### src/rtl/wrapper_vr_packet_loopback_if.sv
// AHB-Lite slave-side bus bundle for the packet loopback wrapper.
//   HSELS, HADDRS, HTRANSS, HSIZES, HWRITES, HREADYS, HWDATAS : master -> slave
//   HREADYOUTS, HRESPS, HRDATAS                              : slave -> master
interface wrapper_vr_packet_loopback_if #(
  parameter int unsigned ADDRWIDTH = 12
);
  logic                 HSELS;
  logic [ADDRWIDTH-1:0] HADDRS;
  logic [1:0]           HTRANSS;
  logic [2:0]           HSIZES;
  logic                 HWRITES;
  logic                 HREADYS;
  logic [31:0]          HWDATAS;
  logic                 HREADYOUTS;
  logic                 HRESPS;
  logic [31:0]          HRDATAS;

  modport master (
    output HSELS, HADDRS, HTRANSS, HSIZES, HWRITES, HREADYS, HWDATAS,
    input  HREADYOUTS, HRESPS, HRDATAS
  );

  modport slave (
    input  HSELS, HADDRS, HTRANSS, HSIZES, HWRITES, HREADYS, HWDATAS,
    output HREADYOUTS, HRESPS, HRDATAS
  );
endinterface

### src/rtl/wrapper_vr_packet_loopback.sv
// AHB-Lite packet loopback: 32-bit writes to the input window assemble PACKETWIDTH-bit
// packets, which cross a valid-ready channel into a FIFODEPTH-deep packet FIFO and are
// read back word by word from the output window.
// Ports:
//   HCLK      clock, rising edge
//   HRESET    synchronous active-high reset
//   bus       AHB-Lite slave bundle (select/address/control/write data in, ready/resp/rdata out)
//   pkt_avail high while at least one output word is readable
// Map: 0x000-0x3FC input window, 0x400-0x7FC output window, 0x800 STATUS (RO),
//      0x804 CTRL (WO, bit0 flush, bit1 clear sticky flags). ADDRWIDTH must be >= 12.
module wrapper_vr_packet_loopback #(
  parameter int unsigned ADDRWIDTH   = 12,
  parameter int unsigned PACKETWIDTH = 512,
  parameter int unsigned FIFODEPTH   = 4
) (
  input  logic                               HCLK,
  input  logic                               HRESET,
  wrapper_vr_packet_loopback_if.slave        bus,
  output logic                               pkt_avail
);
  localparam int unsigned NWORDS = PACKETWIDTH / 32;
  localparam int unsigned WCW    = (NWORDS > 1) ? $clog2(NWORDS) : 1;
  localparam int unsigned PTRW   = $clog2(FIFODEPTH);
  localparam int unsigned CNTW   = PTRW + 1;
  localparam logic [WCW-1:0] LastWord = WCW'(NWORDS - 1);

  typedef enum logic [0:0] {StIdle, StErr} state_e;
  state_e state_q, state_d;

  // Registered address phase
  logic        dp_valid_q, dp_write_q;
  logic [11:0] dp_addr_q;
  logic [2:0]  dp_size_q;

  logic [PACKETWIDTH-1:0] pkt_in_q, pkt_in_d;
  logic [WCW-1:0]         in_cnt_q, in_cnt_d, out_cnt_q, out_cnt_d;
  logic                   in_valid_q, in_valid_d;
  logic                   ovf_q, ovf_d, unf_q, unf_d;
  logic [PACKETWIDTH-1:0] mem_q [FIFODEPTH];
  logic [PTRW-1:0]        wr_ptr_q, rd_ptr_q;
  logic [CNTW-1:0]        count_q, count_d;

  logic accept, is_in, is_out, is_status, is_ctrl;
  logic rd_req, wr_req, wr_err, rd_err, word_wr, word_rd;
  logic push, pop, in_ready, fifo_full, fifo_empty;
  logic ctrl_wr, flush, clr_flags;
  logic hready, hresp;
  logic [PACKETWIDTH-1:0] head;
  logic [31:0] rdata, status;
  logic unused_bits;

  assign unused_bits = bus.HTRANSS[0];
  assign accept      = bus.HSELS & bus.HREADYS & bus.HTRANSS[1];
  assign fifo_full   = (count_q == CNTW'(FIFODEPTH));
  assign fifo_empty  = (count_q == '0);
  assign head        = mem_q[rd_ptr_q];

  // Data-phase decode and the internal valid-ready channel
  always_comb begin
    is_in     = (dp_addr_q[11:10] == 2'b00);
    is_out    = (dp_addr_q[11:10] == 2'b01);
    is_status = (dp_addr_q == 12'h800);
    is_ctrl   = (dp_addr_q == 12'h804);
    rd_req    = dp_valid_q & ~dp_write_q & is_out;
    wr_req    = dp_valid_q & dp_write_q & is_in;
    // A held packet can only be waiting on a full FIFO
    wr_err    = wr_req & ((dp_size_q != 3'b010) | (in_valid_q & fifo_full));
    rd_err    = rd_req & fifo_empty;
    word_wr   = wr_req & ~wr_err;
    word_rd   = rd_req & ~rd_err;
    pop       = word_rd & (out_cnt_q == LastWord);
    // A same-cycle pop frees the slot, so a full FIFO can still take the held packet
    in_ready  = ~fifo_full | pop;
    push      = in_valid_q & in_ready;
    ctrl_wr   = dp_valid_q & dp_write_q & is_ctrl;
    flush     = ctrl_wr & bus.HWDATAS[0];
    clr_flags = ctrl_wr & bus.HWDATAS[1];
  end

  always_comb begin
    pkt_in_d   = pkt_in_q;
    in_cnt_d   = in_cnt_q;
    in_valid_d = in_valid_q & ~push;
    out_cnt_d  = out_cnt_q;
    count_d    = count_q;
    ovf_d      = ovf_q | wr_err;
    unf_d      = unf_q | rd_err;
    if (clr_flags) begin
      ovf_d = 1'b0;
      unf_d = 1'b0;
    end
    if (word_wr) begin
      pkt_in_d[32*int'(in_cnt_q) +: 32] = bus.HWDATAS;
      if (in_cnt_q == LastWord) begin
        in_cnt_d   = '0;
        in_valid_d = 1'b1;
      end else begin
        in_cnt_d = in_cnt_q + WCW'(1);
      end
    end
    if (word_rd) begin
      out_cnt_d = (out_cnt_q == LastWord) ? '0 : out_cnt_q + WCW'(1);
    end
    if (push && !pop) count_d = count_q + CNTW'(1);
    else if (pop && !push) count_d = count_q - CNTW'(1);
    if (flush) begin
      pkt_in_d   = '0;
      in_cnt_d   = '0;
      in_valid_d = 1'b0;
      out_cnt_d  = '0;
      count_d    = '0;
    end
  end

  // Error response: first cycle stalls with HRESP, second releases with HRESP
  always_comb begin
    state_d = state_q;
    hready  = 1'b1;
    hresp   = 1'b0;
    unique case (state_q)
      StIdle: begin
        if (wr_err || rd_err) begin
          hready  = 1'b0;
          hresp   = 1'b1;
          state_d = StErr;
        end
      end
      StErr: begin
        hresp   = 1'b1;
        state_d = StIdle;
      end
      default: state_d = StIdle;
    endcase
  end

  always_comb begin
    status = {8'(out_cnt_q), 8'(in_cnt_q), 8'(count_q), 4'b0000,
              unf_q, ovf_q, ~fifo_empty, ~in_valid_q};
    rdata  = '0;
    if (dp_valid_q && !dp_write_q) begin
      if (is_out && !fifo_empty) rdata = head[32*int'(out_cnt_q) +: 32];
      else if (is_status)        rdata = status;
    end
  end

  always_ff @(posedge HCLK) begin
    if (HRESET) begin
      state_q    <= StIdle;
      dp_valid_q <= 1'b0;
      dp_write_q <= 1'b0;
      dp_addr_q  <= '0;
      dp_size_q  <= '0;
      pkt_in_q   <= '0;
      in_cnt_q   <= '0;
      in_valid_q <= 1'b0;
      out_cnt_q  <= '0;
      count_q    <= '0;
      ovf_q      <= 1'b0;
      unf_q      <= 1'b0;
      wr_ptr_q   <= '0;
      rd_ptr_q   <= '0;
    end else begin
      state_q    <= state_d;
      dp_valid_q <= accept;
      dp_write_q <= bus.HWRITES;
      dp_addr_q  <= bus.HADDRS[11:0];
      dp_size_q  <= bus.HSIZES;
      pkt_in_q   <= pkt_in_d;
      in_cnt_q   <= in_cnt_d;
      in_valid_q <= in_valid_d;
      out_cnt_q  <= out_cnt_d;
      count_q    <= count_d;
      ovf_q      <= ovf_d;
      unf_q      <= unf_d;
      if (flush) begin
        wr_ptr_q <= '0;
        rd_ptr_q <= '0;
      end else begin
        if (push) wr_ptr_q <= wr_ptr_q + PTRW'(1);
        if (pop)  rd_ptr_q <= rd_ptr_q + PTRW'(1);
      end
    end
  end

  // Packet storage needs no reset: only the pointers and count define its contents
  always_ff @(posedge HCLK) begin
    if (push && !flush && !HRESET) mem_q[wr_ptr_q] <= pkt_in_q;
  end

  assign bus.HREADYOUTS = hready | HRESET;
  assign bus.HRESPS     = hresp & ~HRESET;
  assign bus.HRDATAS    = HRESET ? 32'h0 : rdata;
  assign pkt_avail      = ~fifo_empty & ~HRESET;
endmodule
### src/flat_wrapper.sv
// flat-port wrapper written by rule: the top's interface ports become plain ports
module wrapper_vr_packet_loopback_flat 
#(
  parameter int unsigned ADDRWIDTH   = 12,
  parameter int unsigned PACKETWIDTH = 512,
  parameter int unsigned FIFODEPTH   = 4
)
  (HCLK, HRESET, pkt_avail, bus_HSELS, bus_HADDRS, bus_HTRANSS, bus_HSIZES, bus_HWRITES, bus_HREADYS, bus_HWDATAS, bus_HREADYOUTS, bus_HRESPS, bus_HRDATAS);
  wrapper_vr_packet_loopback_if #(.ADDRWIDTH(ADDRWIDTH)) bus_i ();
  input  logic HCLK;
  input  logic HRESET;
  output logic pkt_avail;
  input wire logic [$bits(bus_i.HSELS)-1:0] bus_HSELS;
  input wire logic [$bits(bus_i.HADDRS)-1:0] bus_HADDRS;
  input wire logic [$bits(bus_i.HTRANSS)-1:0] bus_HTRANSS;
  input wire logic [$bits(bus_i.HSIZES)-1:0] bus_HSIZES;
  input wire logic [$bits(bus_i.HWRITES)-1:0] bus_HWRITES;
  input wire logic [$bits(bus_i.HREADYS)-1:0] bus_HREADYS;
  input wire logic [$bits(bus_i.HWDATAS)-1:0] bus_HWDATAS;
  output wire logic [$bits(bus_i.HREADYOUTS)-1:0] bus_HREADYOUTS;
  output wire logic [$bits(bus_i.HRESPS)-1:0] bus_HRESPS;
  output wire logic [$bits(bus_i.HRDATAS)-1:0] bus_HRDATAS;
  assign bus_i.HSELS = bus_HSELS;
  assign bus_i.HADDRS = bus_HADDRS;
  assign bus_i.HTRANSS = bus_HTRANSS;
  assign bus_i.HSIZES = bus_HSIZES;
  assign bus_i.HWRITES = bus_HWRITES;
  assign bus_i.HREADYS = bus_HREADYS;
  assign bus_i.HWDATAS = bus_HWDATAS;
  assign bus_HREADYOUTS = bus_i.HREADYOUTS;
  assign bus_HRESPS = bus_i.HRESPS;
  assign bus_HRDATAS = bus_i.HRDATAS;
  wrapper_vr_packet_loopback #(.ADDRWIDTH(ADDRWIDTH), .PACKETWIDTH(PACKETWIDTH), .FIFODEPTH(FIFODEPTH)) u_core (.HCLK(HCLK), .HRESET(HRESET), .bus(bus_i), .pkt_avail(pkt_avail));
endmodule
### config.mk
export PLATFORM = sky130hd
export DESIGN_NAME = wrapper_vr_packet_loopback_flat
export DESIGN_NICKNAME = d
export VERILOG_FILES = /design/src/rtl/wrapper_vr_packet_loopback_if.sv /design/src/rtl/wrapper_vr_packet_loopback.sv /design/src/flat_wrapper.sv
export SDC_FILE = /design/constraint.sdc
export NUM_CORES = 2
export LEC_CHECK = 0
export ABC_AREA = 1
export CORE_MARGIN = 3
export CORE_UTILIZATION = 33
export CTS_BUF_LIST = sky130_fd_sc_hd__clkbuf_4 sky130_fd_sc_hd__clkbuf_8
export DETAILED_ROUTE_END_ITERATION = 8
export HOLD_SLACK_MARGIN = 0.1
export SLEW_MARGIN = 5
export SYNTH_ARGS = -nofsm -noshare
export SYNTH_HDL_FRONTEND = slang
export SYNTH_SLANG_ARGS = --single-unit
### constraint.sdc
create_clock -name HCLK -period 40.8 [get_ports HCLK]
set_input_delay 8.16 -clock HCLK [delete_from_list [all_inputs] [get_ports HCLK]]
set_output_delay 8.16 -clock HCLK [all_outputs]
set_load 0.03 [all_outputs]
==> qor.txt <==
Via density -> 5.15
CP Class -> input pin to output port
crit end category -> output port
Pwr Total -> 5180 uW
syn_nets -> 10100
P&R area growth vs syn -> 13.0%
Placement Rows -> 205
Slew headroom -> 22.0%
#FFs+latches synth -> 2598
CP top delay family -> buffers and inverters
Worst Setup SP -> HRESET
Placer Congestion -> 0.820
Post-synth top cells -> 2215 x nor2_1, 2048 x edfxtp_1, 1788 x nand2_1
CP required -> 32.64 ns
num ports -> 89
CTS buffer count -> 412
port bufs -> 87
Die Area -> 323000 sq um
largest net degree at the start of global routing -> 189
Setup Fix Bufs, Post-CTS -> 0
buffers and inverters on the worst path -> 6
post-synthesis adder-cell area fraction -> 0.127%
clock latency on the worst-skew pair -> 1.11 ns
synth top area cells -> edfxtp_1 59%, dfxtp_1 11%, nor2_1 8.0%
DR vias -> 74800
GR Util All Layers -> 20.0%
Design Area, Final -> 118000 sq um
Peak VDD IR -> 0.0256 mV
initial antenna violation count -> 22
post-synthesis simple-gate area fraction -> 19.6%
path depth of the worst reg2reg path -> 12
reg-to-reg endpoint -> u_core.mem_q[2][363]$_DFFE_PP_
post-DR wirelength/cell -> 23.1 um
fraction of layout cells with a size suffix above 1 -> 9.44%
CTS H-Tree Depth -> 5
peak per-stage delay on the critical path -> 0.86 ns
fin crit share -> 49.5%
Placeable Area -> 313000 sq um
fin util -> 37.7%
first-pass GRT wire length -> 479000 um
XOR/XNOR share of the synthesized area -> 0.0419%
clock skew -> 0.0736 ns
Post-synth top flop -> edfxtp_1
Max Fclk -> 0.0495 GHz
Power per Cell Area -> 43.8 nW/um^2
max_cap viols -> 0
LEAKAGE -> 0.0427 uW
number of synthesized flops with an enable pin -> 2048
CP max-delay cell -> a21oi_1
Tmin final -> 20.19 ns
Worst Hold End -> u_core.state_q$_SDFF_PP0_
maximum fanout along the worst path -> 20
Critical Path AT -> 12.03 ns
R2R setup slack -> 34.40 ns
CTS resizes -> 0
dpl hpwl -> 172000 um
sequential area share after synthesis -> 69.4%
hold_buf cts -> 0
Compound-Gate Fraction of Synth Area -> 6.95%
clock root buffer -> clkbuf_8
post-synthesis cell type count -> 39
R2R Path Start -> u_core.out_cnt_q[2]$_SDFFE_PP0P_
Final Hold Fails -> 0
Pins Over Slew Limit -> 0
share of the synthesized area in the top cell type -> 58.9%
DRC viols -> 0
syn_area_per_cell -> 10.4 sq um
grt ovf -> 0
post-synthesis mux area share -> 0%
Post-Place Cell Area -> 109000 sq um
clock sink total -> 2598
RSZ-0062 raised after global routing -> no
Clock transition at path regs -> 0.06 ns
Hold Crit Start -> u_core.state_q$_SDFF_PP0_
Setup violations, final -> 0
Layout Nets -> 10100
Netlist Area Pre-Place -> 104000 sq um
worst slew pin tran -> 1.17 ns
Die Span X -> 569 um
vias in the first global route -> 69500
Hold Path Depth -> 1
Hold Path Class -> register to register
cell count after synthesis -> 10100
startpoint types -> input pin
Initial Util -> 33.3%
largest family of logic cells by synthesized area -> simple AND/OR/NAND/NOR gates
DR iter-0 viols -> 8459
worst hold margin -> 0.441 ns
antenna-violating nets left -> 0
setup TNS -> 0 ns
drt pass-1 iters -> 6
status -> finished, final reports clean
CTS tree -> done
Synth warnings -> 0
most frequent cell after synthesis -> nor2_1
Max clock buf depth -> 4
ys async rst share -> 0%
WL final -> 335000 um
Die Y -> 569 um
worst path cell trace -> clkdlybuf4s50_1, nor2_1, buf_4, inv_1, nor2_1, clkinv_1, buf_4, a21oi_1, clkdlybuf4s50_1
Synth area leader -> edfxtp_1
## layout make-up
| class | instances | area (sq um) |
|---|---|---|
| multi-input combinational | 6462 | 28200 |
| clock buffer | 657 | 8050 |
| sequential | 2598 | 72500 |
| inverter | 330 | 1290 |
| clock inverter | 95 | 713 |
| antenna | 13 | 32.5 |
| fill | 30500 | 195000 |
| timing repair buffer | 235 | 2170 |
| tap | 4140 | 5180 |
## sequential cells by signal (all words and copies together), names as in the netlist, 2 cells and up, named ones only
signal / flops
u_core.pkt_in_q: 512
u_core.rd_ptr_q: 2
u_core.dp_size_q: 3
u_core.wr_ptr_q: 2
u_core.out_cnt_q: 4
u_core.dp_addr_q: 12
u_core.in_cnt_q: 4
u_core.mem_q: 2048
u_core.count_q: 3
## layer usage
layer | global-route usage (%) | vias up | routed length [um]
met1 | 25.0 | 36400 | 129000
li1 | - | 34300 | -
met5 | 0 | - | 8
met3 | 3.59 | 710 | 29900
met2 | 33.3 | 3479 | 159000
met4 | 10.2 | 2 | 17300
## where the power goes
group | internal (uW) | switching [uW] | total, uW
sequential | 2820 | 0.502 | 2820
clock | 1320 | 1010 | 2330
combinational | 8.14 | 25.4 | 33.6
## cells by family after synthesis
family / Yosys count
adders and majority gates: 10
and+or+nand+nor: 5050
buffers and inverters: 990
DFF: 2598
AOI/OAI and AO/OA: 1397
xor gates and xnor gates: 5
## worst max path at each step
stage | cells after the start | slack [ns] | end
5_1_grt | 9 | 20.50 | bus_HRDATAS[28]
3_3_place_gp | 9 | 20.66 | bus_HRDATAS[28]
6_report | 9 | 20.61 | bus_HRDATAS[28]
3_5_place_dp | 9 | 20.66 | bus_HRDATAS[28]
4_1_cts | 9 | 20.65 | bus_HRDATAS[28]
2_1_floorplan | 6 | 9.33 | u_core.mem_q[0][0]$_DFFE_PP_
## worst reg2reg max path, stage by stage, from the launching register on
cell and delay [ns]:
dfxtp_4 0.59, inv_4 0.30, buf_4 0.43, nor3_1 0.36
nand3_1 0.25, nand2_1 0.13, nand2_1 0.14, inv_1 0.11
nand2_1 0.24, nor2_4 0.78, buf_12 0.63, buf_4 1.09
buf_4 0.88
## per-stage QoR
step	instances	worst slack, ns
after CTS	14500	20.65
after global placement	13800	20.66
after floorplan	10100	9.33
after detailed placement	13800	20.66
final	14500	20.61
after global routing	14500	20.50
## cells in the final DEF (no fill, tap or decap), drive strengths merged, types with 2 or more instances in the layout
cell type / netlist / routed
or2: 36 / 36
xor2: 5 / 5
nand3b: 2 / 2
ha: 9 / 9
o22ai: 8 / 8
edfxtp: 2048 / 2048
nor4: 20 / 20
o211ai: 103 / 103
dfxtp: 550 / 550
nor2: 2234 / 2234
nand3: 718 / 718
a21oi: 235 / 235
and3: 8 / 8
nor3: 214 / 214
clkinvlp: 0 / 5
o21ai: 1049 / 1049
nand2: 1792 / 1792
nand4: 25 / 25
clkbuf: 364 / 657
clkdlybuf4s50: 0 / 87
clkinv: 3 / 84
diode: 0 / 13
buf: 296 / 148
bufinv: 0 / 11
inv: 327 / 325
(Power assumes the default switching activity.)
